[config.mk]
export PLATFORM = sky130hd
export DESIGN_NAME = clp_inst_dispatcher
export DESIGN_NICKNAME = d
export VERILOG_FILES = /design/src/rtl/clp_pkg.sv /design/src/rtl/clp_inst_dispatcher.sv
export SDC_FILE = /design/constraint.sdc
export NUM_CORES = 1
export LEC_CHECK = 0
export CORE_ASPECT_RATIO = 0.7
export CORE_MARGIN = 2
export CORE_UTILIZATION = 35
export CTS_CLUSTER_DIAMETER = 150
export CTS_CLUSTER_SIZE = 12
export DETAILED_ROUTE_END_ITERATION = 16
export GPL_ROUTABILITY_DRIVEN = 0
export HOLD_SLACK_MARGIN = 0.15
export PLACE_DENSITY = 0.78
export SETUP_SLACK_MARGIN = 0.05
export SYNTH_ARGS = -nofsm -noshare
export SYNTH_HDL_FRONTEND = slang
export SYNTH_SLANG_ARGS = --single-unit
[constraint.sdc]
create_clock -name clk -period 10.95 [get_ports clk]
set_input_delay 2.19 -clock clk [delete_from_list [all_inputs] [get_ports clk]]
set_output_delay 2.19 -clock clk [all_outputs]
set_load 0.01 [all_outputs]
[src/rtl/clp_pkg.sv]
// Constants and state encoding shared by the CLP instruction dispatcher and
// the layer controller it feeds.
package clp_pkg;

    localparam int CLP_INST_WIDTH = 100;
    localparam int CLP_OPCODE_LSB = 0;
    localparam int CLP_OPCODE_MSB = 3;
    localparam logic [3:0] CLP_HALT_OPCODE = 4'hF;

    typedef enum logic [3:0] {
        ST_IDLE      = 4'd0,
        ST_FETCH     = 4'd1,
        ST_CAPTURE   = 4'd2,
        ST_ISSUE     = 4'd3,
        ST_WAIT_ACK  = 4'd4,
        ST_WAIT_DONE = 4'd5,
        ST_NEXT      = 4'd6,
        ST_FINISH    = 4'd7,
        ST_ERR       = 4'd8
    } disp_state_e;

endpackage

[src/rtl/clp_inst_dispatcher.sv]
// Fetches layer instructions from instruction RAM and issues them one at a
// time to the CLP layer controller, following its enable/busy handshake.
module clp_inst_dispatcher
    import clp_pkg::*;
#(
    parameter int         INST_WIDTH      = CLP_INST_WIDTH,
    parameter int         INST_ADDR_WIDTH = 8,
    parameter int         ACK_TIMEOUT     = 4,
    parameter logic [3:0] HALT_OPCODE     = CLP_HALT_OPCODE
) (
    input  logic                       clk,
    input  logic                       rst,
    input  logic                       start,
    input  logic [INST_ADDR_WIDTH-1:0] inst_base_addr,
    input  logic [INST_ADDR_WIDTH-1:0] inst_count,
    output logic                       inst_rd_en,
    output logic [INST_ADDR_WIDTH-1:0] inst_rd_addr,
    input  logic [INST_WIDTH-1:0]      inst_rd_data,
    output logic                       clp_enable,
    output logic [INST_WIDTH-1:0]      clp_instruction,
    input  logic                       clp_state,
    output logic                       busy,
    output logic                       done,
    output logic                       error,
    output logic [INST_ADDR_WIDTH-1:0] cur_index
);

    localparam int TMO_W = $clog2(ACK_TIMEOUT + 1);
    localparam logic [TMO_W-1:0] TMO_ONE  = TMO_W'(1);
    localparam logic [TMO_W-1:0] TMO_LAST = TMO_W'(ACK_TIMEOUT - 1);
    localparam logic [INST_ADDR_WIDTH-1:0] IDX_ONE = INST_ADDR_WIDTH'(1);

    disp_state_e                state_r;
    logic [INST_ADDR_WIDTH-1:0] base_r;
    logic [INST_ADDR_WIDTH-1:0] count_r;
    logic [TMO_W-1:0]           tmo_cnt_r;
    logic [INST_ADDR_WIDTH-1:0] idx_inc_s;
    logic                       halt_s;

    assign idx_inc_s = cur_index + IDX_ONE;
    assign halt_s    = (inst_rd_data[CLP_OPCODE_MSB:CLP_OPCODE_LSB] == HALT_OPCODE);

    // Sequencer FSM; every output is a register updated alongside the state.
    always_ff @(posedge clk or posedge rst) begin
        if (rst) begin
            state_r         <= ST_IDLE;
            base_r          <= '0;
            count_r         <= '0;
            tmo_cnt_r       <= '0;
            inst_rd_en      <= 1'b0;
            inst_rd_addr    <= '0;
            clp_enable      <= 1'b0;
            clp_instruction <= '0;
            busy            <= 1'b0;
            done            <= 1'b0;
            error           <= 1'b0;
            cur_index       <= '0;
        end else begin
            case (state_r)
                ST_IDLE, ST_ERR: begin
                    if (start) begin
                        if (inst_count == '0) begin
                            done    <= 1'b1;
                            busy    <= 1'b0;
                            state_r <= ST_FINISH;
                        end else begin
                            base_r       <= inst_base_addr;
                            count_r      <= inst_count;
                            cur_index    <= '0;
                            error        <= 1'b0;
                            busy         <= 1'b1;
                            inst_rd_en   <= 1'b1;
                            inst_rd_addr <= inst_base_addr;
                            state_r      <= ST_FETCH;
                        end
                    end else begin
                        state_r <= state_r;
                    end
                end
                ST_FETCH: begin
                    inst_rd_en <= 1'b0;
                    state_r    <= ST_CAPTURE;
                end
                ST_CAPTURE: begin
                    // A halt word ends the program and never reaches the controller bus.
                    if (halt_s) begin
                        done    <= 1'b1;
                        busy    <= 1'b0;
                        state_r <= ST_FINISH;
                    end else begin
                        clp_instruction <= inst_rd_data;
                        clp_enable      <= 1'b1;
                        state_r         <= ST_ISSUE;
                    end
                end
                ST_ISSUE: begin
                    clp_enable <= 1'b0;
                    tmo_cnt_r  <= '0;
                    state_r    <= ST_WAIT_ACK;
                end
                ST_WAIT_ACK: begin
                    if (clp_state) begin
                        state_r <= ST_WAIT_DONE;
                    end else if (tmo_cnt_r == TMO_LAST) begin
                        tmo_cnt_r <= tmo_cnt_r + TMO_ONE;
                        error     <= 1'b1;
                        busy      <= 1'b0;
                        state_r   <= ST_ERR;
                    end else begin
                        tmo_cnt_r <= tmo_cnt_r + TMO_ONE;
                    end
                end
                ST_WAIT_DONE: begin
                    if (!clp_state) begin
                        state_r <= ST_NEXT;
                    end else begin
                        state_r <= ST_WAIT_DONE;
                    end
                end
                ST_NEXT: begin
                    if (idx_inc_s == count_r) begin
                        done    <= 1'b1;
                        busy    <= 1'b0;
                        state_r <= ST_FINISH;
                    end else begin
                        cur_index    <= idx_inc_s;
                        inst_rd_en   <= 1'b1;
                        inst_rd_addr <= base_r + idx_inc_s;
                        state_r      <= ST_FETCH;
                    end
                end
                ST_FINISH: begin
                    done    <= 1'b0;
                    state_r <= ST_IDLE;
                end
                default: begin
                    inst_rd_en <= 1'b0;
                    clp_enable <= 1'b0;
                    busy       <= 1'b0;
                    done       <= 1'b0;
                    state_r    <= ST_IDLE;
                end
            endcase
        end
    end

endmodule

==> results.txt, run 1 <==
First-pass GRT wire length - 29.2 mm
Largest net degree at the start of global routing - 99
Port Buf Inserts - 240
Max-cap viol count - 0
Crit path launch type - input port
Sinks on Clock Net - 144
Syn_nets - 820
Worst Path Arrival - 4.68 ns
Yosys warns - 0
Peak supply drop - 0.000137 V
Critical Path Max Stage Delay - 0.78 ns
Layout cells sized above 1 - 6.90%
Power Density - 280 nW/um^2
Post-synthesis sequential area ratio - 55.8%
Number of hold buffers added after CTS - 0
CP delay by family, top - simple AND/OR/NAND/NOR gates
Buf+Inv Stages, Crit Path - 1
Post-synth ARST share - 100%
Yosys top cell by area - dfrtp_1
Clk root buf - clkbuf_16
Initial antenna violation count - 0
WL final - 17.8 mm
Die Width - 166 um
Post-route DRC - 0
Final hold vios - 0
Post-synth top area share - 55.8%
Avg Vias per Cell - 4.80
Clk buf depth - 2
Sw Ratio - 35.3%
Largest cells by area after synthesis - dfrtp_1, nand2_1, mux2_2
Cell area after synthesis - 6460 um^2
Initial Util - 35.8%
Combinational Power Share - 43.3%
CTS buffer count - 17
Req. time, crit path - 11.30 ns
GRT overflow - 0
HP Class - flip-flop to flip-flop
Yosys cell types - 59
Slew headroom - 26.6%
P&R area growth vs syn - 48.8%
N_diodes - 0
IO Count - 241
RSZ-0062 raised after global routing - no
Cells after Synth - 689
Synth Flop Type - dfrtp_1
Measured slew at the worst slew-check pin - 1.10 ns
Initial drt markers - 268
Clock power frac - 21.7%
Post-CTS sizing - 0
P_leak - 0.00448 uW
H-Tree Depth - 4
Die height - 118 um
Post-Route Skew - 0.0102 ns
Register share of total power - 35.0%
Post-CTS Setup Repair Bufs - 0
CORE AREA - 18100 um^2
Final setup fails - 0
Row cnt - 41
CP endpoint kind - flip-flop
Via count - 5587
Per-cell routed wire length - 15.3 um
DR pass1 iterations - 5
Final Net Count - 1045
Crit path cell chain - clkdlybuf4s50_1 > or4_1 > o211ai_4 > nand2_1 > nand2_1 > a221o_1
Die ar. - 19600 um^2
Worst-path maximum fanout - 28
CTS clock-pin slew for the worst setup and hold paths - 0.06 ns
HPWL after DPL - 12.4 mm
Number of flops mapped to enable cells by yosys - 0
Max Fclk - 231 MHz
Reg2reg setup slack - 7.73 ns
Total GRT Usage - 18.5%
Tcrit/Tclk final - 39.5%
Setup TNS - 0 ns
Critical-path top delay cell - o211ai_4
Vias in the first global route - 5603
Slew Viols, Final - 0
DRT antenna net count - 0
CTS tree - built
Status - finished, final reports clean
Cell mode on critical path - nand2_1
Internal - 1740 uW
#FFs+latches synth - 144
Skew-Pair Late Insertion Delay - 0.42 ns
Final min period - 4.33 ns
Crit Path Class - input port to flip-flop
Avg Inst Size Synth - 9.38 um^2
Pwr Total - 2690 uW
Sw power - 951 uW
-- layout by cell type (no fill, tap or decap), types with 3 or more instances in the layout --
master	Yosys	layout
a2bb2oi_1	5	5
xnor2_1	9	9
o22ai_1	8	8
nor2_1	14	14
nand2_1	310	310
a21oi_1	11	11
o21ai_0	11	11
xor2_1	8	8
nor3b_1	5	5
mux2_2	16	16
inv_6	0	6
nand3_1	10	10
or2_2	3	3
a22o_1	4	4
clkinvlp_4	0	3
o21bai_1	3	3
buf_4	1	3
clkdlybuf4s50_1	0	240
inv_1	10	9
nor4b_1	5	5
a31oi_1	3	3
nor2b_1	6	5
nand4_1	3	3
nor3_1	8	8
clkbuf_16	0	17
or4_1	3	3
dfrtp_1	144	144
ha_1	10	10
o22a_1	3	3
-- metal layers --
layer | vias to the layer above | routed length, um | global-route usage [%]
met4 | 0 | 259 | 5.50
met2 | 217 | 7820 | 27.4
li1 | 2702 | - | -
met1 | 2647 | 8180 | 25.1
met3 | 21 | 1560 | 7.06
met5 | - | 0 | 0
-- sequential cells by signal (all words and copies together) (netlist names) --
signal           flops
base_r               8
busy                 1
clp_enable           1
clp_instruction    100
count_r              8
cur_index            8
done                 1
error                1
inst_rd_addr         8
inst_rd_en           1
state_r              4
tmo_cnt_r            3
-- synthesized netlist by cell type, drive strengths merged, types with 4 or more instances --
cell type and count:
clkbuf 13, nor2b 6, nand4 4, dfrtp 144, o22ai 8, nor4b 5
xor2 8, nand2 310, a21oi 12, nor2 14, xnor2 9, a22o 4
nor3b 5, a2bb2oi 5, nand3 10, buf 24, inv 11, nor3 8
o21ai 11, ha 10, mux2 17
-- cells by family (layout without fill, tap and decap cells) --
family                     Yosys count  count (layout)  synth area share [%]
adders and majority gates           11              11                  2.25
muxes                               19              19                  3.33
DFF                                144             144                  55.8
buffers and inverters               48             286                  3.39
and+or+nand+nor                    382             382                  24.9
xor gates and xnor gates            18              18                  2.67
AOI/OAI and AO/OA                   67              67                  7.65
-- final timing paths --
path                                  endpoint           startpoint  depth (start not counted)
max in group asynchronous                 done                  rst                          3
max reg2reg                 clp_instruction[2]           state_r[1]                          5
min reg2reg                clp_instruction[91]  clp_instruction[91]                          2
min in group asynchronous  clp_instruction[95]                  rst                          2
min                        clp_instruction[91]  clp_instruction[91]                          2
max                               cur_index[7]        inst_count[1]                          6
-- through the flow --
step / instances / hold WS (ns) / cell area, um^2 / util [%] / worst slack (ns)
after global routing: 1163 / 0.493 / 9620 / 53.3 / 6.46
after detailed placement: 1131 / 0.461 / 9020 / 50.0 / 6.20
after global placement: 1131 / 0.457 / 9020 / 50.0 / 6.22
final: 1163 / 0.474 / 9620 / 53.3 / 6.62
after CTS: 1163 / 0.475 / 9620 / 53.3 / 6.63
after floorplan: 689 / 0.469 / 6460 / - / 4.89
-- power groups by stage --
stage / Combinational, uW / Sequential [uW] / Clock, uW
6_report: 1170 / 943 / 584
5_1_grt: 1280 / 975 / 621
4_1_cts: 1180 / 943 / 597
3_5_place_dp: 1180 / 944 / 0
3_3_place_gp: 1160 / 938 / 0
2_1_floorplan: 511 / 1010 / 0
-- layout make-up --
cell class / instances / area [um^2]
clock buffers: 18 / 439
clock inverters: 14 / 154
fillers: 1636 / 8440
inverters: 11 / 46.3
multi-input cells: 497 / 2650
flip-flops and latches: 144 / 3600
well taps: 236 / 295
repair buffers: 243 / 2420
-- worst reg2reg max path: cells and delay by family, from the launching register on --
kind / cells / cell delay (ns)
AND/OR/NAND/NOR: 2 / 1.45
flip-flops: 1 / 0.56
buffers and inverters: 2 / 0.85
AO/OA/AOI/OAI: 1 / 0.30
Note: power is estimated with default switching activity, not from simulation.
==> run 2: changes to the inputs <==
==> constraint.sdc (replaced) <==
create_clock -name clk -period 4.5 [get_ports clk]
set_input_delay 0.9 -clock clk [delete_from_list [all_inputs] [get_ports clk]]
set_output_delay 0.9 -clock clk [all_outputs]
set_load 0.01 [all_outputs]
==> results.txt, run 2 (synthesis gave the netlist of run 1 again) <==
CTS tree - built
Critical Path Max Stage Delay - 0.66 ns
Post-CTS sizing - 0
First-pass GRT wire length - 29.8 mm
Peak supply drop - 0.000305 V
Initial drt markers - 345
Die ar. - 19600 um^2
Crit Path Class - input port to flip-flop
Final min period - 2.91 ns
CORE AREA - 18100 um^2
Reg2reg setup slack - 1.60 ns
Final setup fails - 0
Slew headroom - 45.8%
P_leak - 0.00448 uW
Slew Viols, Final - 0
Initial antenna violation count - 0
Post-Route Skew - 0.0145 ns
WHS - 0.473 ns
Max-cap viol count - 0
Max FFs per register - 100
Post-route DRC - 0
Tcrit/Tclk final - 64.6%
Req. time, crit path - 4.80 ns
Commonest non-fill, non-tap cell in the layout - nand2_1
Final hold vios - 0
Layout filler cell count - 1603
HP Class - flip-flop to flip-flop
Crit path launch type - input port
H-Tree Depth - 4
Crit path cell chain - clkdlybuf4s50_1 > or4_1 > o211ai_4 > buf_4 > mux2_2
Avg Vias per Cell - 4.78
Sinks on Clock Net - 144
Largest net degree at the start of global routing - 145
CP endpoint kind - flip-flop
Skew-Pair Late Insertion Delay - 0.42 ns
GRT overflow - 0
Multi-input combinational cell area - 2650 um^2
DRT antenna net count - 0
Initial Util - 35.8%
HPWL after DPL - 12.9 mm
P&R area growth vs syn - 49.2%
Max Fclk - 344 MHz
Biggest register - clp_instruction
Worst-path maximum fanout - 16
Worst Path Arrival - 3.21 ns
DR WL met3 - 1.70 mm
Clk buf depth - 2
CTS clock-pin slew for the worst setup and hold paths - 0.07 ns
Most frequent cells in the layout - nand2_1, clkdlybuf4s50_1, dfrtp_1, clkbuf_16, mux2_2
Met2 wire length - 7.89 mm
IO Count - 241
Vias in the first global route - 5559
Layout cells sized above 1 - 7.10%
Number of hold buffers added after CTS - 0
Die Width - 166 um
CTS buffer count - 17
Per-cell routed wire length - 15.6 um
Measured slew at the worst slew-check pin - 0.810 ns
Die height - 118 um
WL final - 18.2 mm
Power Density - 676 nW/um^2
Status - finished, final reports clean
Setup TNS - 0 ns
RSZ-0062 raised after global routing - no
Wl on met1 - 8.36 mm
Critical-path top delay cell - or4_1
Clk root buf - clkbuf_16
Total GRT Usage - 19.1%
Via count - 5572
N_diodes - 0
Port Buf Inserts - 240
Final Net Count - 1047
Register area - 3600 um^2
Post-CTS Setup Repair Bufs - 0
Row cnt - 41
DR pass1 iterations - 6
Highest metal used - met4
[run 2: changes by cell type in the layout (fill, tap and decap cells not counted)]
cell and delta:
clkinv_2 -2, inv_6 -1, clkinvlp_4 +1, bufinv_16 -2, buf_12 +3, inv_8 +2
buf_4 -1, clkinv_4 +2
[run 2: area by class of cell]
type	count	area share [%]
sequential	144	37.4
multi-input combinational	497	27.5
timing repair buffer	245	25.7
clock buffer	18	4.56
tap	236	3.06
clock inverter	14	1.29
inverter	11	0.467
[run 2: worst paths after layout]
check	from	endpoint	cells after the start
hold reg to reg	clp_instruction[30]	clp_instruction[30]	2
setup reg to reg	cur_index[0]	cur_index[7]	7
max in group asynchronous	rst	inst_rd_addr[6]	3
setup / recovery	inst_count[0]	base_r[0]	5
min in group asynchronous	rst	clp_instruction[66]	3
hold / removal	clp_instruction[30]	clp_instruction[30]	2
[run 2: routing by layer]
| layer | GRT usage [%] | vias up |
|---|---|---|
| met4 | 4.69 | 0 |
| met2 | 28.0 | 200 |
| met3 | 8.14 | 14 |
| met1 | 26.1 | 2649 |
| met5 | 0 | - |
| li1 | - | 2709 |
[run 2: per-stage QoR]
step | total power [uW] | std cells | instance area, um^2 | setup WS (ns) | utilization, %
2_1_floorplan | 3700 | 689 | 6460 | 1.79 | -
3_3_place_gp | 5140 | 1133 | 9070 | 1.21 | 50.3
3_5_place_dp | 5220 | 1133 | 9070 | 1.17 | 50.3
4_1_cts | 6600 | 1165 | 9640 | 1.60 | 53.4
5_1_grt | 6990 | 1165 | 9640 | 1.32 | 53.4
6_report | 6510 | 1165 | 9640 | 1.59 | 53.4
[run 2: where the power goes]
group	leakage, uW	switching [uW]	total [uW]	internal (uW)
Clock	0.000268	603	1340	739
Combinational	0.00245	1370	2890	1530
Sequential	0.00177	381	2280	1900
Total	0.00448	2350	6510	4160
[run 2: worst max-delay path, delay by kind of cell]
| family | cells | cell delay [ns] |
|---|---|---|
| simple gates | 1 | 0.66 |
| compound gates | 1 | 0.57 |
| buf+inv | 2 | 0.73 |
| mux | 1 | 0.35 |
